<file path="config.mk">
export PLATFORM = sky130hd
export DESIGN_NAME = mdio_master_param
export DESIGN_NICKNAME = d
export VERILOG_FILES = /design/src/rtl/mdio_master_param.sv
export SDC_FILE = /design/constraint.sdc
export NUM_CORES = 1
export LEC_CHECK = 0
export ABC_CLOCK_PERIOD_IN_PS = 2200
export CORE_MARGIN = 1
export CORE_UTILIZATION = 44
export CTS_CLUSTER_DIAMETER = 120
export DETAILED_ROUTE_END_ITERATION = 8
export PLACE_DENSITY = 0.78
export SLEW_MARGIN = 10
export SYNTH_ARGS = -nofsm -noshare
export SYNTH_HDL_FRONTEND = slang
export SYNTH_SLANG_ARGS = --single-unit
</file>
<file path="constraint.sdc">
create_clock -name CLK -period 2.2 [get_ports CLK]
set_input_delay 0.44 -clock CLK [delete_from_list [all_inputs] [get_ports CLK]]
set_output_delay 0.44 -clock CLK [all_outputs]
set_load 0.05 [all_outputs]
</file>
<file path="src/rtl/mdio_master_param.sv">
// MDIO management master: serialises a 32-bit frame with an optional preamble and captures read data.
// Optional Clause 45 ST=00 frames are enabled by defining MDIO_CLAUSE45_EN.
module mdio_master_param #(
    parameter int unsigned MDC_DIV      = 1,
    parameter int unsigned PREAMBLE_LEN = 32
) (
    input  logic        CLK,
    input  logic        RESET,
    input  logic        MDIO_START,
    input  logic [31:0] T_DATA,
    input  logic        MDIO_IN,
    output logic [15:0] RD_DATA,
    output logic        DATA_RDY,
    output logic        BUSY,
    output logic        ERR,
    output logic        MDC,
    output logic        MDIO_OE,
    output logic        MDIO_OUT
);

    localparam int unsigned    DivW    = $clog2(MDC_DIV + 1);
    localparam logic [DivW-1:0] DivLast = DivW'(MDC_DIV - 1);
    localparam logic [5:0]     FirstBit = (PREAMBLE_LEN == 0) ? 6'd31 : 6'(PREAMBLE_LEN - 1);

    typedef enum logic [2:0] {
        StIdle,
        StPreamble,
        StSend,
        StTaRx,
        StReceive,
        StDone
    } state_e;

    state_e            state_q, state_d;
    logic [DivW-1:0]   div_q, div_d;
    logic              phase_q, phase_d;
    logic [5:0]        bit_q, bit_d;
    logic [31:0]       frame_q, frame_d;
    logic              rd_op_q, rd_op_d;
    logic              ta_err_q, ta_err_d;
    logic [15:0]       shift_q, shift_d;
    logic [15:0]       rd_data_q, rd_data_d;
    logic              err_q, err_d;

    logic st_write, st_read;
    logic active, mdc_rise, bit_tick, finish;

    // Frame classification of the request currently presented on T_DATA.
    always_comb begin
        st_write = 1'b0;
        st_read  = 1'b0;
        if (T_DATA[31:30] == 2'b01) begin
            st_write = (T_DATA[29:28] == 2'b01);
            st_read  = (T_DATA[29:28] == 2'b10);
        end
`ifdef MDIO_CLAUSE45_EN
        if (T_DATA[31:30] == 2'b00) begin
            st_write = ~T_DATA[29];
            st_read  = T_DATA[29];
        end
`endif
    end

    assign active   = (state_q == StPreamble) || (state_q == StSend) ||
                      (state_q == StTaRx) || (state_q == StReceive);
    assign mdc_rise = active && !phase_q && (div_q == DivLast);
    assign bit_tick = active && phase_q && (div_q == DivLast);

    always_comb begin
        state_d   = state_q;
        div_d     = div_q;
        phase_d   = phase_q;
        bit_d     = bit_q;
        frame_d   = frame_q;
        rd_op_d   = rd_op_q;
        ta_err_d  = ta_err_q;
        shift_d   = shift_q;
        rd_data_d = rd_data_q;
        err_d     = err_q;
        finish    = 1'b0;

        if (active) begin
            if (div_q == DivLast) begin
                div_d   = '0;
                phase_d = ~phase_q;
            end else begin
                div_d = div_q + DivW'(1);
            end
        end

        case (state_q)
            StIdle: begin
                if (MDIO_START) begin
                    if (st_write || st_read) begin
                        state_d  = (PREAMBLE_LEN == 0) ? StSend : StPreamble;
                        bit_d    = FirstBit;
                        frame_d  = T_DATA;
                        rd_op_d  = st_read;
                        ta_err_d = 1'b0;
                        div_d    = '0;
                        phase_d  = 1'b0;
                    end else begin
                        err_d = 1'b1;
                    end
                end
            end
            StPreamble: begin
                if (bit_tick) begin
                    if (bit_q == 6'd0) begin
                        state_d = StSend;
                        bit_d   = 6'd31;
                    end else begin
                        bit_d = bit_q - 6'd1;
                    end
                end
            end
            StSend: begin
                if (bit_tick) begin
                    if (bit_q == 6'd0) begin
                        state_d = StDone;
                        finish  = 1'b1;
                    end else if (rd_op_q && (bit_q == 6'd18)) begin
                        // Last driven bit of a read: release the bus for turnaround.
                        state_d = StTaRx;
                        bit_d   = 6'd17;
                    end else begin
                        bit_d = bit_q - 6'd1;
                    end
                end
            end
            StTaRx: begin
                if (mdc_rise && (bit_q == 6'd16)) begin
                    ta_err_d = MDIO_IN;
                end
                if (bit_tick) begin
                    if (bit_q == 6'd16) begin
                        state_d = StReceive;
                        bit_d   = 6'd15;
                    end else begin
                        bit_d = bit_q - 6'd1;
                    end
                end
            end
            StReceive: begin
                if (mdc_rise) begin
                    shift_d = {shift_q[14:0], MDIO_IN};
                end
                if (bit_tick) begin
                    if (bit_q == 6'd0) begin
                        state_d = StDone;
                        finish  = 1'b1;
                    end else begin
                        bit_d = bit_q - 6'd1;
                    end
                end
            end
            StDone: begin
                state_d = StIdle;
                div_d   = '0;
                phase_d = 1'b0;
            end
            default: state_d = StIdle;
        endcase

        if (finish) begin
            err_d = rd_op_q & ta_err_q;
            if (rd_op_q && !ta_err_q) begin
                rd_data_d = shift_q;
            end
        end
    end

    always_ff @(posedge CLK) begin
        if (!RESET) begin
            state_q   <= StIdle;
            div_q     <= '0;
            phase_q   <= 1'b0;
            bit_q     <= 6'd0;
            frame_q   <= 32'd0;
            rd_op_q   <= 1'b0;
            ta_err_q  <= 1'b0;
            shift_q   <= 16'd0;
            rd_data_q <= 16'd0;
            err_q     <= 1'b0;
        end else begin
            state_q   <= state_d;
            div_q     <= div_d;
            phase_q   <= phase_d;
            bit_q     <= bit_d;
            frame_q   <= frame_d;
            rd_op_q   <= rd_op_d;
            ta_err_q  <= ta_err_d;
            shift_q   <= shift_d;
            rd_data_q <= rd_data_d;
            err_q     <= err_d;
        end
    end

    assign BUSY     = (state_q != StIdle);
    assign DATA_RDY = (state_q == StDone);
    assign MDC      = active && phase_q;
    assign MDIO_OE  = (state_q == StPreamble) || (state_q == StSend);
    assign MDIO_OUT = (state_q == StSend) ? frame_q[bit_q[4:0]] : 1'b1;
    assign RD_DATA  = rd_data_q;
    assign ERR      = err_q;

endmodule

</file>
==> Yosys cells after proc, flatten, opt, wreduce, memory -nomap -nowiden <==
Cells that the tools add are included.
{ "word_totals": {"regBits": 78, "in_bits": 36, "output_inout_bits": 22, "elab_cells": 118} }
{ "op_classes": {"addsub": 2, "order_cmp": 1, "eq_ne": 24, "mux": 50, "bitwise": 3, "n_reduce_logical": 28} }
{ "ops": {"columns": ["op", "n"], "rows": [
  ["$mux 6", 11],
  ["$mux 3", 11],
  ["$pmux 6 s5", 1],
  ["$mux 1", 22],
  ["$ne 2x2->1 const B", 10],
  ["$pmux 3 s5", 1],
  ["$eq 6x5->1 const B", 2],
  ["$reduce_and 10->1", 1],
  ["$reduce_and 9->1", 1],
  ["$logic_and 1x1->1", 7],
  ["$eq 3x2->1 const B", 2],
  ["$eq 3x3->1 const B", 2],
  ["$logic_not 6->1", 1],
  ["$lt 5x6->1 const B", 1],
  ["$ne 2x1->1 const B", 3],
  ["$pmux 1 s2", 3],
  ["$reduce_and 3->1", 2],
  ["$reduce_bool 2->1", 3],
  ["$sub 6x1->6 const B", 1],
  ["$bmux 1 s5", 1],
  ["$reduce_bool 5->1", 1],
  ["$eq 2x1->1 const B", 2],
  ["$logic_or 1x1->1", 4],
  ["$reduce_and 2->1", 2],
  ["other kinds (11)", 13]
]} }

==> Longest topological paths before layout <==
Gate-level depths: netlist of run 1.
{ "depth": {"word_depth": 10, "depth_mapped": 10, "depth_no_buf": 7} }

==> Worst setup path after synthesis of run 1 <==
No wires, ideal clock.
{ "synth_path": {"kind": "reg-to-reg", "start": "register bit_q[0]", "end": "register rd_data_q[10], in the netlist RD_DATA[10]", "setup_ns": 0.132, "arrival_time_ns": 2.168, "t_required_ns": 2.068, "path_slack_ns": -0.101, "path_stages_with_launch": 11, "n_path_buf": 3, "period_less_slack_ns": 2.301, "path_cell_list": "dfxtp_1 buf_2 inv_1 ha_1 nor2b_1 nand2_1 or4_1 clkbuf_1 buf_2 nand2_1 a21oi_1"} }
{ "synth_via": {"elab_chain_cells": 5} }
{ "synth_lines": {"columns": ["element", "line", "text"], "rows": [
  ["from (decl)", "37", "logic [5:0] bit_q, bit_d;"],
  ["from (signal assigned)", "189", "bit_q <= bit_d;"],
  ["$logic_not 6->1", "119, 149", null],
  ["$mux 1", "119, 149", null],
  ["$mux 1", "118", "if (bit_tick) begin"],
  ["$mux 1", null, null],
  ["$reduce_and 2->1 (no line)", null, null],
  ["to (signal assigned)", "194", "rd_data_q <= rd_data_d;"],
  ["to (decl)", "42", "logic [15:0] rd_data_q, rd_data_d;"]
]} }
Every way passes these cells.
A chain may end at the register's enable or synchronous reset.

==> Final worst setup path of run 1 <==
{ "layout_path": {"start": "register bit_q[0]", "end": "output MDIO_OUT"} }
{ "layout_via": {"elab_chain_cells": 3} }
{ "layout_lines": {"columns": ["element", "line", "text"], "rows": [
  ["$bmux 1 s5", "203", "assign MDIO_OUT = (state_q == StSend) ? frame_q[bit_q[4:0]] : 1'b1;"],
  ["$mux 1 (not written as such)", "203", null],
  ["$mux 1", "203", null],
  ["to (decl)", "18", "output logic MDIO_OUT"]
]} }
Every way passes these cells. The select of a mux whose other input is x is not followed.

==> impl_metrics.ini, run 1 <==
[pwr]
power_switching_w = 0.000745
p_seq_frac = 0.488
ir_worst_vdd_v = 0.000440
combPwrFrac = 0.099
intPower_w = 0.00224
p_per_area_nw_per_um2 = 654
leakage_nw = 1.61
switching_share = 0.250
power_frac_clock = 0.413

[logic_synthesis]
ys_top_cells_by_count = nand2_1 (141), dfxtp_1 (78), a21oi_1 (62), clkbuf_1 (20), nor2_1 (11)
synth.area.top_cells = dfxtp_1 (45%), nand2_1 (15%), a21oi_1 (8.9%), mux4_2 (5.2%), clkbuf_1 (2.2%)
synth_top_area_frac = 0.449
synth_ff_type = dfxtp_1
ys_types = 46
synth.avg_cell_area_um2 = 8.13
synth_edf_count = 0
ys_seq_area_frac = 0.449
ys_warn_count = 0
netlist_area_um2 = 3480
yosys.area.top_type = dfxtp_1
ys_ff_latch = 78
synth_cells = 428
async_flop_share = 0
synth_most_common_cell = nand2_1
syn_nets = 466

[grt]
grt_util_all_layers = 0.205
grt_util_met2 = 0.345
antenna_found_initial = 0
grt_pass1_vias = 2970
grtUsageMet3 = 0.0438
use_met1 = 0.253
grt_max_degree = 33
gr-total-overflow = 0
top_usage_layer = met2
grt_first_pass_wirelength_um = 13500

[final_layout]
insertedDiodeCount = 0
syn2layout_area_growth_pct = 31.3
fin_area_um2 = 4570
fin_util = 0.594
n_fill_cell = 677
nets = 529
final_cells = 598
drive_gt1_frac = 0.137

[clock_tree]
post-cts-setup-buffers = 0
cts_buffer_depth = 2
htree_levels = 3
cts_buffers = 9
root_buffer = clkbuf_8
clkSinkCount = 78
cts_tree = yes
hold_buffers = 0
clkTransAtPathRegs_ps = 90
clock_latency_ps = 360

[critical_path]
crit_required_ps = 1760
cp.depth = 7
critical_path_class = reg2out
crit_slowest_cell = mux4_2
crit_chain = clkbuf_16 -> mux4_2 -> mux2i_1 -> mux2i_1 -> o21ai_1 -> nand2_1 -> buf_6
cp.arrival_ps = 2040
rr_endpoint = bit_q[0]
cp_common_cell = mux2i_1
ff2ff_path_depth = 8
critPathMaxStageDelay_ps = 490
r2r-start = bit_q[0]
cp-start-kind = flop
cp_max_fo = 4
rrSetupSlack_ps = 30
end_kind = output port
path_buf_inv = 2
path_delay_family = multiplexers

[timing]
worstMarginPinSlew_ps = 528
setup_slack_ps = -284
min_period_ps = 2480
fin_crit_sh = 1.13
maxSlewHeadroom = 0.645
timing.fmax_ghz = 0.403
fin_worst_skew_ps = 13.5
maxSlewViolCount = 0
fin_setup_tns_ps = -284
rsz0062_at_grt = true
setup_viol = 1
hold_viol = 0

[die]
dieArea_um2 = 8260
start_util = 0.452
core-area_um2 = 7690
ios = 58
die_y_um = 90.9
rows = 32
die_w_um = 90.9

[route]
drt_iter0_drc = 166
routed_wl_um = 8320
drtAntennaViolNets = 0
drtPass1Iterations = 4
vias = 3210
viasPerCell = 5.37
drc_errors = 0
wl_per_cell_um = 13.9

[outcome]
outcome = finished, violations left
violations = negative setup slack

[min_path]
whs_path_depth = 2
hp-class = reg2reg
hold_start = RD_DATA[13]
holdPathEnd = RD_DATA[13]

[flow_run]
cap_violations = 0

[place]
place_inst = 580
place_congestion = 0.848
io_buffers = 57
placed_area_um2 = 4290
dp_hpwl_um = 5730
==> cell families after synthesis <==
family	Yosys count	synth area share
xor gates and xnor gates	3	0.00756
muxes	15	0.0719
adders and majority gates	2	0.00719
DFF	78	0.449
AOI/OAI and AO/OA	97	0.166
buffers and inverters	38	0.0471
and+or+nand+nor	195	0.251
==> repair_timing <==
item	4_1_cts	5_1_grt
cloned	0	2
pin swaps	0	3
hold endpoints to repair	0	0
gates resized for setup	3	8
setup endpoints to repair	1	4
==> power by group through the flow <==
stage | Sequential, W | Clock, W | Combinational (W)
global route | 0.00146 | 0.00130 | 0.000322
detailed placement | 0.00149 | 0 | 0.000288
finish | 0.00146 | 0.00123 | 0.000296
CTS | 0.00146 | 0.00125 | 0.000290
global placement | 0.00149 | 0 | 0.000282
floorplan | 0.00148 | 0 | 0.000157
==> registers in the layout, summed over array words and instances, names as in the netlist <==
signal and cells:
phase_q 1, state_q 3, ERR 1, frame_q 32, RD_DATA 16, bit_q 6, rd_op_q 1, div_q 1
ta_err_q 1, shift_q 16
==> worst register-to-register path, stage by stage (launching register included) <==
cell       delay [ps]
dfxtp_4           370
clkbuf_16         160
inv_2             100
ha_2              210
nor4b_1           350
a21boi_0          170
a211oi_1          380
nor3_1             90
a211oi_1          250
==> layer usage <==
| layer | vias up | wire, um | share of wire |
|---|---|---|---|
| met3 | 17 | 406 | 0.049 |
| li1 | 1589 | - | - |
| met5 | - | 0 | 0 |
| met4 | 0 | 198 | 0.024 |
| met2 | 91 | 4100 | 0.49 |
| met1 | 1513 | 3610 | 0.43 |
==> worst max-delay path by stage <==
stage,end,start
floorplan,RD_DATA[10],bit_q[1]
global placement,bit_q[5],T_DATA[28]
detailed placement,bit_q[5],T_DATA[28]
CTS,MDIO_OUT,bit_q[0]
global route,MDIO_OUT,bit_q[0]
finish,MDIO_OUT,bit_q[0]
==> per-stage QoR <==
stage	setup WS [ps]	hold WS [ps]	total power [W]
6_report	-284	456	0.00299
5_1_grt	-430	477	0.00308
4_1_cts	-254	456	0.00299
3_5_place_dp	-160	443	0.00178
3_3_place_gp	-110	441	0.00177
2_1_floorplan	9.84	433	0.00164
==> layout by cell type (no fill, tap or decap), types with 2 or more instances in the layout <==
cell,n
nor3_1,4
inv_6,2
a21boi_0,4
nand2_1,141
nand3_1,5
nor3_4,2
clkbuf_8,9
a211o_1,2
and3_1,4
a211oi_1,3
a21oi_1,61
buf_12,6
dfxtp_1,76
mux2i_1,7
nand2b_1,3
and2_1,3
inv_2,2
clkdlybuf4s50_1,52
o221a_2,3
nor2_1,10
nand3b_1,2
inv_1,6
buf_4,21
buf_6,2
nor2b_1,8
a21o_1,2
clkinvlp_4,2
xnor2_1,2
nand4_1,4
mux4_2,8
or4_1,2
bufinv_16,2
a31oi_1,4
o31ai_1,2
o21ai_0,5
==> layout make-up <==
type / instances / area, um2 / share of cell area
Multi-Input combinational cell: 312 / 1770 / 0.387
Sequential cell: 78 / 1570 / 0.343
Timing Repair Buffer: 82 / 846 / 0.185
Tap cell: 102 / 128 / 0.0279
Clock buffer: 9 / 124 / 0.0271
Clock inverter: 7 / 104 / 0.0227
Inverter: 8 / 30.0 / 0.00658
Power figures use the tool's default switching activity.
==> inputs of run 2 (changes only) <==
--- a/config.mk
+++ b/config.mk
@@ -11,7 +11,7 @@
 export CTS_CLUSTER_DIAMETER = 120
 export DETAILED_ROUTE_END_ITERATION = 8
 export PLACE_DENSITY = 0.78
-export SLEW_MARGIN = 10
+export SLEW_MARGIN = 20
 export SYNTH_ARGS = -nofsm -noshare
 export SYNTH_HDL_FRONTEND = slang
 export SYNTH_SLANG_ARGS = --single-unit
==> results of run 2 <==
Same layout as run 1: the final DEF is identical, and so are final timing and power.
==> RTL edit 1, RTL diff (config.mk and constraints of run 2) <==
Re-encode `state_e` (6 states) as Gray code, 3 bits wide.
--- a/src/rtl/mdio_master_param.sv
+++ b/src/rtl/mdio_master_param.sv
@@ -23,12 +23,12 @@
     localparam logic [5:0]     FirstBit = (PREAMBLE_LEN == 0) ? 6'd31 : 6'(PREAMBLE_LEN - 1);
 
     typedef enum logic [2:0] {
-        StIdle,
-        StPreamble,
-        StSend,
-        StTaRx,
-        StReceive,
-        StDone
+        StIdle     = 3'b000,
+        StPreamble = 3'b001,
+        StSend     = 3'b011,
+        StTaRx     = 3'b010,
+        StReceive  = 3'b110,
+        StDone     = 3'b111
     } state_e;
 
     state_e            state_q, state_d;
Function: no difference found for any inputs over 10 cycles, from zero or initial values and one cycle with RESET low; not proved beyond that.
==> RTL edit 1 against run 2 <==
The flow still finishes with violations (setup timing). Fmax decreased by 6.9%. Sequential cell count unchanged. Power increased by 4.0%. Wire length increased by 1.3%. Synthesized area increased by 4.2%. Design area increased by 6.3%. Worst setup slack got worse by 0.18 ns. Die area increased by 4.2%. Global-route usage increased by 0.46 points. Largest cell class unchanged.
==> RTL edit 1: results (changes against run 2) <==
Outcome
  – Outcome: finished, violations left
  – Failing checks: setup timing

Routing
  – Met2 Wirelength: 4070 um (-0.78%)
  – Initial DRC count: 165 (-0.60%)
  – Routed met1 length: 3668 um (+1.6%)
  – Highest routed layer: met4
  – Vias/cell: 5.319 (-0.91%)
  – DRT Pass-1 Iters: 4 (unchanged)

Timing
  – Setup ws final: -0.4684 ns (-0.1845 ns)
  – Hold slack: 0.4625 ns (+0.007005 ns)
  – Finish-stage setup viols: 27 (+26)
  – Worst Tran Pin Value: 0.5625 ns (+0.03491 ns)
  – Clock Skew: 0.007937 ns (-0.005561 ns)

GRT
  – Global-route wire length before repair: 14300 um (+5.8%)
  – Vias in the first global route: 3100 (+4.4%)
  – Total track usage: 0.2092 (+0.004602)

Cells and area
  – Fin nets: 511 (-3.4%)
  – Layout cells sized above 1: 0.1820 (+0.04491)
  – Antenna fix cells: 0 (unchanged)
  – Fillers: 665 (-1.8%)

Pwr
  – P_int: 2.398 mW (+7.0%)
  – VDD IR-drop max: 0.4621 mV (+5.0%)
  – Leakage power: 1.814 nW (+13%)

Synth
  – Seq/Total Area, Yosys: 0.4306 (-0.01828)
  – Mux cell area share after synthesis: 0.1056 (+0.03365)
  – Post-synth top cells: nand2_1 (109), dfxtp_1 (78), a21boi_0 (50)
  – Synth Area in XOR/XNOR: 0.004831 (-0.002723)
  – Ranking of synthesized cells by area: dfxtp_1 (43%), nand2_1 (11%), a21boi_0 (10%)
  – Adder-cell share of the synthesized area: 0.006901 (-0.0002929)
  – Synthesized Nets: 442 (-5.2%)
  – Number of distinct library cells after synthesis: 50 (+8.7%)
  – Synth Area in Compound Gates: 0.1794 (+0.01361)

Critical path
  – Critical-path maximum fanout: 6 (+2)
  – WP data arrival: 2.23 ns (+0.19 ns)
  – Setup slack, reg-to-reg: -0.22 ns (-0.25 ns)

Place
  – Hpwl dp: 5676 um (-0.89%)
-- RTL edit 1: changes by cell type in the layout (fill, tap and decap cells not counted), sizes merged, moves of 6 or more --
cell and change:
a21boi +45, a21oi -56, buf +7, mux2i +11, nand2 -32, nor2 -6, nor2b +9
-- RTL edit 1: cells by family (layout without fill, tap and decap cells) --
kind of cell,count (synthesis),count (layout)
xor gates and xnor gates,2,2
muxes,27,27
AOI/OAI and AO/OA,85,85
buffers and inverters,39,113
and+or+nand+nor,171,171
DFF,78,78
adders and majority gates,2,2
-- RTL edit 1: through the flow --
step | setup TNS (ns) | instance area (sq um) | setup WS [ns] | std cells
after global placement | -0.1620 | 4479 | -0.1046 | 558
after CTS | -1.788 | 4826 | -0.4938 | 579
after detailed placement | -0.9700 | 4479 | -0.1702 | 558
final | -3.889 | 4856 | -0.4684 | 580
after floorplan | -0.04832 | 3694 | -0.04832 | 404
after global routing | -5.794 | 4856 | -0.5252 | 580
-- RTL edit 1: area by class of cell --
type	instances	area (sq um)	share of cell area
clock buffers	10	137.6	0.02834
well taps	102	127.6	0.02628
inverters	10	40.04	0.008245
clock inverters	6	116.4	0.02396
multi-input cells	287	1989	0.4097
repair buffers	87	877.1	0.1806
flip-flops and latches	78	1568	0.3229
-- RTL edit 1: path summary, 6_finish.rpt --
| kind | start | to | cells after the start |
|---|---|---|---|
| setup reg to reg | bit_q[0] | state_q[2] | 11 |
| setup / recovery | bit_q[0] | MDIO_OUT | 5 |
| hold / removal | frame_q[6] | frame_q[6] | 2 |
| hold reg to reg | frame_q[6] | frame_q[6] | 2 |
-- RTL edit 1: repair_timing --
action                     CTS  global route
hold endpoints to repair     0             0
cloned                       1             0
setup buffers                4             2
setup endpoints to repair   24            34
pin swaps                    2             4
resized for setup           10             9
-- RTL edit 1: power groups by stage --
stage,combinational [mW],sequential [mW],clock (mW)
after CTS,0.311,1.45,1.36
after detailed placement,0.295,1.49,0
final,0.322,1.45,1.33
after floorplan,0.165,1.48,0
after global routing,0.348,1.46,1.42
after global placement,0.289,1.49,0
-- RTL edit 1: per-layer routing --
metal / GRT usage / up-vias
met5: 0 / -
met4: 0.1051 / 0
met3: 0.05172 / 29
met2: 0.3382 / 108
met1: 0.2579 / 1418
li1: - / 1530
-- RTL edit 1: critical path: stages, from the launching register on --
cell and delay, ns:
dfxtp_4 0.41, mux4_2 0.51, mux4_2 0.52, nor4_4 0.21, a31oi_4 0.05, buf_6 0.17
==> RTL edit 2, RTL diff (flow settings as in run 2) <==
Without the edit above. Add a define of `MDIO_CLAUSE45_EN`.
--- a/src/rtl/mdio_master_param.sv
+++ b/src/rtl/mdio_master_param.sv
@@ -1,5 +1,7 @@
 // MDIO management master: serialises a 32-bit frame with an optional preamble and captures read data.
 // Optional Clause 45 ST=00 frames are enabled by defining MDIO_CLAUSE45_EN.
+`define MDIO_CLAUSE45_EN
+
 module mdio_master_param #(
     parameter int unsigned MDC_DIV      = 1,
     parameter int unsigned PREAMBLE_LEN = 32
Behaviour: not the same (Yosys sat finds a counterexample within 4 cycles, from zero or initial values and one cycle with RESET low).
==> RTL edit 2 against run 2 <==
The flow still finishes with violations (setup timing). First-iteration DRC count up 92%. Sequential cell count unchanged. Synthesized area up 2.7%. Wire length down 1.3%. Worst setup slack worse by 0.18 ns. Design area up 5.2%. Largest cell class unchanged. Highest routed layer unchanged.
Power is not compared: it rests on default switching activity, and its combinational part moved more than twofold at a synthesized area within 25%.
==> RTL edit 2: results (changes against run 2) <==
Outcome
  – Outcome: finished, violations left
  – Failing checks: setup timing

Critical path
  – Setup slack, reg-to-reg: 0.05 ns (+0.02 ns)
  – Delay-heaviest family, CP: compound AO/OA/AOI/OAI gates

Place
  – Area after DPL: 4489 sq um (+4.8%)
  – Placer Congestion: 0.8429 (-0.65%)

Routing
  – Initial DRC count: 318 (+92%)
  – Routed met1 length: 3810 um (+5.5%)
  – Met2 Wirelength: 3857 um (-6.0%)
  – Met3 WL post-DR: 398 um (-2.0%)

Clocking
  – Resize count post-CTS: 8 (+5)

Synth
  – Synth Area in XOR/XNOR: 0.01226 (+0.004705)
  – Adder-cell share of the synthesized area: 0.007005 (-0.0001890)
  – Ranking of synthesized cells by area: dfxtp_1 (44%), nand2_1 (11%), a21oi_1 (8.3%)
  – Number of distinct library cells after synthesis: 52 (+13%)
  – Post-synth top cells: nand2_1 (108), dfxtp_1 (78), a21oi_1 (59)

Cells and area
  – Design area: 4803 sq um (+5.2%)
  – Final clock-cell share: 0.03907 (-0.01079)
  – Non-Clock Buffer Count: 97 (+18%)
  – Seq area share: 0.3272 (-0.01584)
  – Fin nets: 541 (+2.3%)
  – Buffering overhead: 0.1974 (+0.01224)
  – Fraction of area in multi-input gates: 0.4030 (+0.01557)

Timing
  – Setup ws final: -0.4668 ns (-0.1828 ns)
  – Finish-stage setup viols: 1 (unchanged)
==> RTL edit 2: through the flow <==
stage	power [mW]	setup TNS [ns]	instances	worst slack [ns]	hold slack [ns]
detailed placement	2.951	-0.3543	591	-0.1717	0.4484
global route	4.297	-0.6302	610	-0.5550	0.4749
finish	4.085	-0.4668	610	-0.4668	0.4575
global placement	2.931	-0.2254	591	-0.1255	0.4418
CTS	4.015	-0.5003	608	-0.5003	0.4605
floorplan	2.422	-0.07276	427	-0.07276	0.4331
==> RTL edit 2: worst paths after layout <==
path | start | end | depth (start not counted)
worst max-delay path | bit_q[0] | MDIO_OUT | 6
worst min-delay path | frame_q[20] | frame_q[20] | 2
worst min register to register | frame_q[20] | frame_q[20] | 2
worst max register to register | bit_q[0] | bit_q[5] | 11
==> RTL edit 2: where the power goes <==
group | internal [mW] | total, mW | switching (mW)
clock | 0.435 | 1.03 | 0.599
combinational | 0.687 | 1.45 | 0.766
sequential | 1.50 | 1.60 | 0.0971
total | 2.62 | 4.08 | 1.46
